===== config.mk =====
export PLATFORM = sky130hd
export DESIGN_NAME = mxu_cmd_seq
export DESIGN_NICKNAME = d
export VERILOG_FILES = /design/src/rtl/mxu_cmd_seq.sv
export SDC_FILE = /design/constraint.sdc
export NUM_CORES = 1
export LEC_CHECK = 0
export CELL_PAD_IN_SITES_DETAIL_PLACEMENT = 0
export CELL_PAD_IN_SITES_GLOBAL_PLACEMENT = 1
export CORE_AREA = 3 3 183 185
export DETAILED_ROUTE_END_ITERATION = 8
export DIE_AREA = 0 0 186 188
export PLACE_DENSITY = 0.76
export SLEW_MARGIN = 20
export SYNTH_ARGS = -nofsm -noshare
export SYNTH_HDL_FRONTEND = slang
export SYNTH_SLANG_ARGS = --single-unit

===== constraint.sdc =====
create_clock -name clk -period 2.6 [get_ports clk]
set_input_delay 0.39 -clock clk [delete_from_list [all_inputs] [get_ports clk]]
set_output_delay 0.39 -clock clk [all_outputs]
set_load 0.05 [all_outputs]

===== src/rtl/mxu_cmd_seq.sv =====
// mxu_cmd_seq: sequencer between the LSU command path and the MXU top.
//
// Accepts one matrix command at a time. Optionally clears the MXU, then streams
// up to 16 input rows and 16 weight rows from the local row buffer into the MXU.
// It then fires the MXU with the pool/activation config, waits for result-ready
// and reports completion (done) or failure (err).
//
// Ports:
//   clk, rst                synchronous active-high reset
//   cmd_*                   command handshake and fields (captured on cmd_vld && cmd_rdy)
//   buf_rd_en/addr/data     row-buffer read port, data valid one cycle after buf_rd_en
//   lsu_top_*               all control/payload inputs of the MXU top
//   top_lsu_rdy             MXU can accept clr/row/fire this cycle
//   top_lsu_data_rdy        MXU result rows valid
//   busy, done, err         status; done/err are single-cycle pulses
module mxu_cmd_seq #(
    parameter int unsigned AW      = 10,
    parameter int unsigned TIMEOUT = 4096
) (
    input  logic          clk,
    input  logic          rst,

    input  logic          cmd_vld,
    output logic          cmd_rdy,
    input  logic [4:0]    cmd_rows,
    input  logic          cmd_clr,
    input  logic [AW-1:0] cmd_iaddr,
    input  logic [AW-1:0] cmd_waddr,
    input  logic          cmd_pool_vld,
    input  logic [1:0]    cmd_pool_size,
    input  logic          cmd_act_vld,
    input  logic [1:0]    cmd_act_type,

    output logic          buf_rd_en,
    output logic [AW-1:0] buf_rd_addr,
    input  logic [127:0]  buf_rd_data,

    output logic          lsu_top_vld,
    output logic          lsu_top_clr,
    output logic [15:0]   lsu_top_iram_vld,
    output logic [127:0]  lsu_top_iram_pld,
    output logic [15:0]   lsu_top_wram_vld,
    output logic [127:0]  lsu_top_wram_pld,
    output logic          lsu_top_pool_vld,
    output logic [1:0]    lsu_top_pool_size,
    output logic          lsu_top_act_vld,
    output logic [1:0]    lsu_top_act_type,
    output logic          lsu_top_wfi,
    input  logic          top_lsu_rdy,
    input  logic          top_lsu_data_rdy,

    output logic          busy,
    output logic          done,
    output logic          err
);

    localparam int unsigned TW = $clog2(TIMEOUT);

    typedef enum logic [2:0] {
        StIdle,
        StBad,
        StClr,
        StLoad,
        StFire,
        StWait,
        StTmo,
        StDone
    } state_e;

    state_e          state_q, state_d;

    // Registered command fields.
    logic [4:0]      rows_q;
    logic [AW-1:0]   iaddr_q;
    logic [AW-1:0]   waddr_q;
    logic            pool_vld_q;
    logic [1:0]      pool_size_q;
    logic            act_vld_q;
    logic [1:0]      act_type_q;

    // Read index over 2N reads: bit 0 selects input/weight, bits [4:1] are the row.
    logic [5:0]      rd_idx_q, rd_idx_d;

    // Write-back stage tracking the read issued in the previous cycle.
    logic            wb_vld_q;
    logic            wb_wgt_q;
    logic [3:0]      wb_row_q;

    logic [TW-1:0]   tmo_q, tmo_d;

    logic            cmd_accept;
    logic [4:0]      rows_sat;
    logic [3:0]      rd_row;
    logic [AW-1:0]   rd_base;
    logic            last_wb;

    assign cmd_accept = cmd_vld && (state_q == StIdle);
    assign rows_sat   = (cmd_rows > 5'd16) ? 5'd16 : cmd_rows;
    assign rd_row     = rd_idx_q[4:1];
    assign rd_base    = rd_idx_q[0] ? waddr_q : iaddr_q;
    // The final weight write of row N-1 marks the end of LOAD.
    assign last_wb    = wb_vld_q && wb_wgt_q && ({1'b0, wb_row_q} == (rows_q - 5'd1));

    always_ff @(posedge clk) begin
        if (rst) begin
            state_q     <= StIdle;
            rows_q      <= '0;
            iaddr_q     <= '0;
            waddr_q     <= '0;
            pool_vld_q  <= 1'b0;
            pool_size_q <= '0;
            act_vld_q   <= 1'b0;
            act_type_q  <= '0;
            rd_idx_q    <= '0;
            wb_vld_q    <= 1'b0;
            wb_wgt_q    <= 1'b0;
            wb_row_q    <= '0;
            tmo_q       <= '0;
        end else begin
            state_q  <= state_d;
            rd_idx_q <= rd_idx_d;
            tmo_q    <= tmo_d;
            wb_vld_q <= buf_rd_en;
            wb_wgt_q <= rd_idx_q[0];
            wb_row_q <= rd_row;
            if (cmd_accept) begin
                rows_q      <= rows_sat;
                iaddr_q     <= cmd_iaddr;
                waddr_q     <= cmd_waddr;
                pool_vld_q  <= cmd_pool_vld;
                pool_size_q <= cmd_pool_size;
                act_vld_q   <= cmd_act_vld;
                act_type_q  <= cmd_act_type;
            end
        end
    end

    always_comb begin
        state_d           = state_q;
        rd_idx_d          = rd_idx_q;
        tmo_d             = tmo_q;
        cmd_rdy           = 1'b0;
        buf_rd_en         = 1'b0;
        buf_rd_addr       = '0;
        lsu_top_vld       = 1'b0;
        lsu_top_clr       = 1'b0;
        lsu_top_pool_vld  = 1'b0;
        lsu_top_pool_size = '0;
        lsu_top_act_vld   = 1'b0;
        lsu_top_act_type  = '0;
        lsu_top_wfi       = 1'b0;
        done              = 1'b0;
        err               = 1'b0;

        unique case (state_q)
            StIdle: begin
                cmd_rdy  = 1'b1;
                rd_idx_d = '0;
                if (cmd_vld) begin
                    if (cmd_rows == 5'd0) begin
                        state_d = StBad;
                    end else if (cmd_clr) begin
                        state_d = StClr;
                    end else begin
                        state_d = StLoad;
                    end
                end
            end
            StBad: begin
                err     = 1'b1;
                state_d = StIdle;
            end
            StClr: begin
                if (top_lsu_rdy) begin
                    lsu_top_clr = 1'b1;
                    state_d     = StLoad;
                end
            end
            StLoad: begin
                if (top_lsu_rdy && (rd_idx_q < {rows_q, 1'b0})) begin
                    buf_rd_en   = 1'b1;
                    buf_rd_addr = rd_base + AW'(rd_row);
                    rd_idx_d    = rd_idx_q + 6'd1;
                end
                if (last_wb) begin
                    state_d = StFire;
                end
            end
            StFire: begin
                if (top_lsu_rdy) begin
                    lsu_top_vld       = 1'b1;
                    lsu_top_pool_vld  = pool_vld_q;
                    lsu_top_pool_size = pool_size_q;
                    lsu_top_act_vld   = act_vld_q;
                    lsu_top_act_type  = act_type_q;
                    tmo_d             = '0;
                    state_d           = StWait;
                end
            end
            StWait: begin
                lsu_top_wfi = 1'b1;
                if (top_lsu_data_rdy) begin
                    state_d = StDone;
                end else if (tmo_q == TW'(TIMEOUT - 1)) begin
                    state_d = StTmo;
                end else begin
                    tmo_d = tmo_q + TW'(1);
                end
            end
            StTmo: begin
                // Clear the MXU so a half-finished result cannot leak into the next command.
                err         = 1'b1;
                lsu_top_clr = 1'b1;
                state_d     = StIdle;
            end
            StDone: begin
                done    = 1'b1;
                state_d = StIdle;
            end
            default: begin
                state_d = StIdle;
            end
        endcase
    end

    // Write-back of the previous cycle's read; independent of top_lsu_rdy.
    always_comb begin
        lsu_top_iram_vld = '0;
        lsu_top_iram_pld = '0;
        lsu_top_wram_vld = '0;
        lsu_top_wram_pld = '0;
        if (wb_vld_q) begin
            if (wb_wgt_q) begin
                lsu_top_wram_vld = 16'd1 << wb_row_q;
                lsu_top_wram_pld = buf_rd_data;
            end else begin
                lsu_top_iram_vld = 16'd1 << wb_row_q;
                lsu_top_iram_pld = buf_rd_data;
            end
        end
    end

    assign busy = (state_q != StIdle);

endmodule


==> results.md <==
* CP Launch Type: flip-flop
* Worst Path Required at 2.21 ns
* Final HPWL DP at 30.2 mm
* Maximum buffer depth of the clock tree at 2
* Fin area at 12400 um^2
* Initial Utilization at 0.158
* Cell Count, Final, Fillers Out at 1605
* Max Cap Violations at 0
* Critical path peak fanout at 6
* Min-delay worst type: reg2reg
* Tcrit/Tclk final at 1.05
* Dominant synthesized flop cell: dfxtp_1
* Outcome: complete, but fails checks
* Slew headroom at 0.590
* Core box area at 32200 um^2
* RSZ-0062 raised after global routing: true
* Die H at 188 um
* Largest net degree at the start of global routing at 68
* Synth Cell Area at 5100 um^2
* Worst path cell trace: mux2_4 > ha_4 > inv_2 > fa_2 > nor2b_2 > o21a_2 > buf_4 > nor2_4 > xor2_2 > nor2_4 > buf_12
* Flop2flop setup slack at 0.41 ns
* Die X at 186 um
* Reg2reg start: rows_q[2]
* Dpl cells at 1581
* Seq. cell area at 1170 um^2
* Top cells by area, synth: dfxtp_1, and2_1, and3_1, nand2_1, a21oi_1
* Sw frac at 0.340
* Drt total wl at 36.2 mm
* Initial antenna violation count at 21
* Seq pwr share at 0.322
* Vias/cell at 4.46
* Gr usage total at 0.196
* WHS Endpoint: iaddr_q[0]
* TritonCTS buffer count at 9
* Final Max Slew Viols at 0
* Setup ws final at -0.121 ns
* Leak pwr at 5.40 nW
* I/O pin count at 477
* Share of layout cells above drive strength 1 at 0.329
* Fin crit period at 2.72 ns
* Cell mode on critical path: nor2_4
* First-pass DRT Iterations at 5
* Violated checks: negative setup slack
* Area of the multi-input gates at 3820 um^2
* Critical Path Stages at 11
* Endpoint type of the worst setup path: output pin
* Total power at 3.35 mW
* Routability cong. at 0.827
* Placed Area at 12000 um^2
* Internal at 2.21 mW
* CTS Sinks at 58
* Filler cells at 3238
* Asr flop ratio synth at 0
* Worst VDD drop at 0.450 mV
* Distinct cells, synth at 56
* Row count at 66
* Power Density at 269 nW/um^2
* Worst path max stage delay at 0.38 ns
* Nets@finish at 1368
* H-Tree Level Count at 3
* Layout Area Growth over Synthesis at 144%
* EDFF count, synth at 0
* Synth Instances at 743
* Most common cell in the netlist: and2_1
* R2R cell count at 8
* Remaining DRCs at 0
* Routed Antenna Nets at 0
* Most frequent cells after synthesis: and2_1, and3_1, nand2_1, clkbuf_1, dfxtp_1
* Fmax at 368 MHz
* WL/cell at 22.6 um
* Cell depth of the worst hold path at 2
* Vias at 7160
* Switching power total at 1.14 mW
* Syn Area/Cell at 6.86 um^2
* Seq/Total Area, Yosys at 0.228
* Port Buffers at 476
* Buf/Inv on CP at 3
* CP top delay family: flip-flops
* Min-delay src: iaddr_q[0]
* Worst-path clk slew at 0.05 ns
* GRT overflow at 0
* Drt initial violations at 297
* Comb pwr share at 0.362
* First-pass GRT wire length at 50.4 mm
* Setup_tns at -0.587 ns
* Die Area at 35000 um^2
* Final Skew at 0.00561 ns
* FF+latch count, synth at 58
* Yosys top cell by area: dfxtp_1
* CP max stage cell: dfxtp_4
* Worst slew pin tran at 0.608 ns
* Clk network pwr share at 0.317
* Clock root buffer: clkbuf_16
* Worst setup path category: reg2out
* Critical Path AT at 2.33 ns
* CTS tree: yes
* Final Hold Violating Endpoints at 0
* Reg2Reg Capture Point: rd_idx_q[5]
* Yosys top cell area share at 0.228
* Net count after synthesis at 920
* Setup Viol. Count Final at 6
* Clock latency on the worst-skew pair at 0.33 ns
* Vias in the first global route at 6966
* Synth warn at 0
-- logic make-up (layout without fill, tap and decap cells) --
family,after synthesis,in the layout,share of synthesized area
buf+inv,85,538,0.0665
fa+ha+maj,12,12,0.0309
simple gates,472,472,0.518
xor+xnor,14,14,0.0241
other cells,0,1,0
flops,58,58,0.228
mux,11,11,0.0228
compound gates,91,91,0.110
-- metal layers --
metal	track usage	up-vias	share of wire	wire [um]
li1	-	3421	-	-
met5	0	-	0.0044	161
met4	0.0198	24	0.0083	299
met3	0.0885	51	0.12	4310
met1	0.238	3353	0.39	14200
met2	0.329	311	0.48	17300
-- cell usage in the layout (no fill, tap or decap), types with 4 or more instances in the layout --
cell type and n:
a21oi_1 47, and2_1 139, and3_1 131, buf_12 187, buf_4 141, clkbuf_16 9
clkdlybuf4s50_1 178, dfxtp_1 53, ha_1 8, inv_1 14, mux2_2 4, mux2i_1 5
nand2_1 80, nand2b_1 7, nand3_1 18, nand3b_1 5, nor2_1 30, nor2_4 7
nor2b_1 6, nor3_1 17, o21ai_0 13, or3_1 9, xnor2_1 4, xor2_1 5
-- worst max path at each step --
stage	startpoint	to	slack (ns)
6_report	rd_idx_q[0]	buf_rd_addr[4]	-0.12
5_1_grt	rd_idx_q[0]	buf_rd_addr[8]	-0.23
4_1_cts	rd_idx_q[0]	buf_rd_addr[9]	-0.15
3_5_place_dp	rd_idx_q[0]	buf_rd_addr[7]	0.002
3_3_place_gp	rd_idx_q[0]	buf_rd_addr[8]	0.02
2_1_floorplan	rd_idx_q[0]	buf_rd_addr[8]	-0.02
-- cell type report --
class                   count  area share
repair buffers            507       0.532
multi-input cells         600       0.307
flip-flops and latches     58      0.0945
well taps                 408      0.0410
clock buffers              13      0.0201
inverters                  15     0.00453
clock inverters             3     0.00121
diodes                      1    0.000201
-- stage by stage --
| stage | hold slack, ns | worst slack (ns) | util |
|---|---|---|---|
| global placement | 0.446 | 0.0235 | 0.371 |
| floorplan | 0.432 | -0.0182 | - |
| finish | 0.453 | -0.121 | 0.386 |
| detailed placement | 0.447 | 0.00170 | 0.371 |
| global route | 0.471 | -0.229 | 0.386 |
| CTS | 0.455 | -0.150 | 0.383 |
-- flip-flops by register name, summed over array words and instances, names as in the netlist --
signal       flops
rows_q           5
pool_size_q      2
tmo_q           12
pool_vld_q       1
wb_row_q         4
waddr_q         10
act_type_q       2
state_q          3
wb_vld_q         1
iaddr_q         10
act_vld_q        1
rd_idx_q         6
wb_wgt_q         1
-- worst register-to-register path, delay by kind of cell, from the launching register on --
family / cells / cell delay [ns]
compound gates: 4 / 0.73
flops: 1 / 0.37
fa+ha+maj: 1 / 0.30
buf+inv: 2 / 0.22
simple gates: 1 / 0.50
-- power groups by stage --
stage | combinational (mW) | clock, mW | sequential [mW]
4_1_cts | 1.20 | 1.07 | 1.07
3_5_place_dp | 1.18 | 0 | 1.09
3_3_place_gp | 1.17 | 0 | 1.09
5_1_grt | 1.31 | 1.12 | 1.09
6_report | 1.21 | 1.06 | 1.08
2_1_floorplan | 0.651 | 0 | 1.04
-- what timing repair did --
action / 4_1_cts / 5_1_grt
setup buffers: 5 / 3
pin swaps: 5 / 7
gates resized for setup: 9 / 15
setup endpoints to repair: 9 / 12
hold buffers: 0 / 0
No activity file was read; power rests on OpenSTA's default activity.
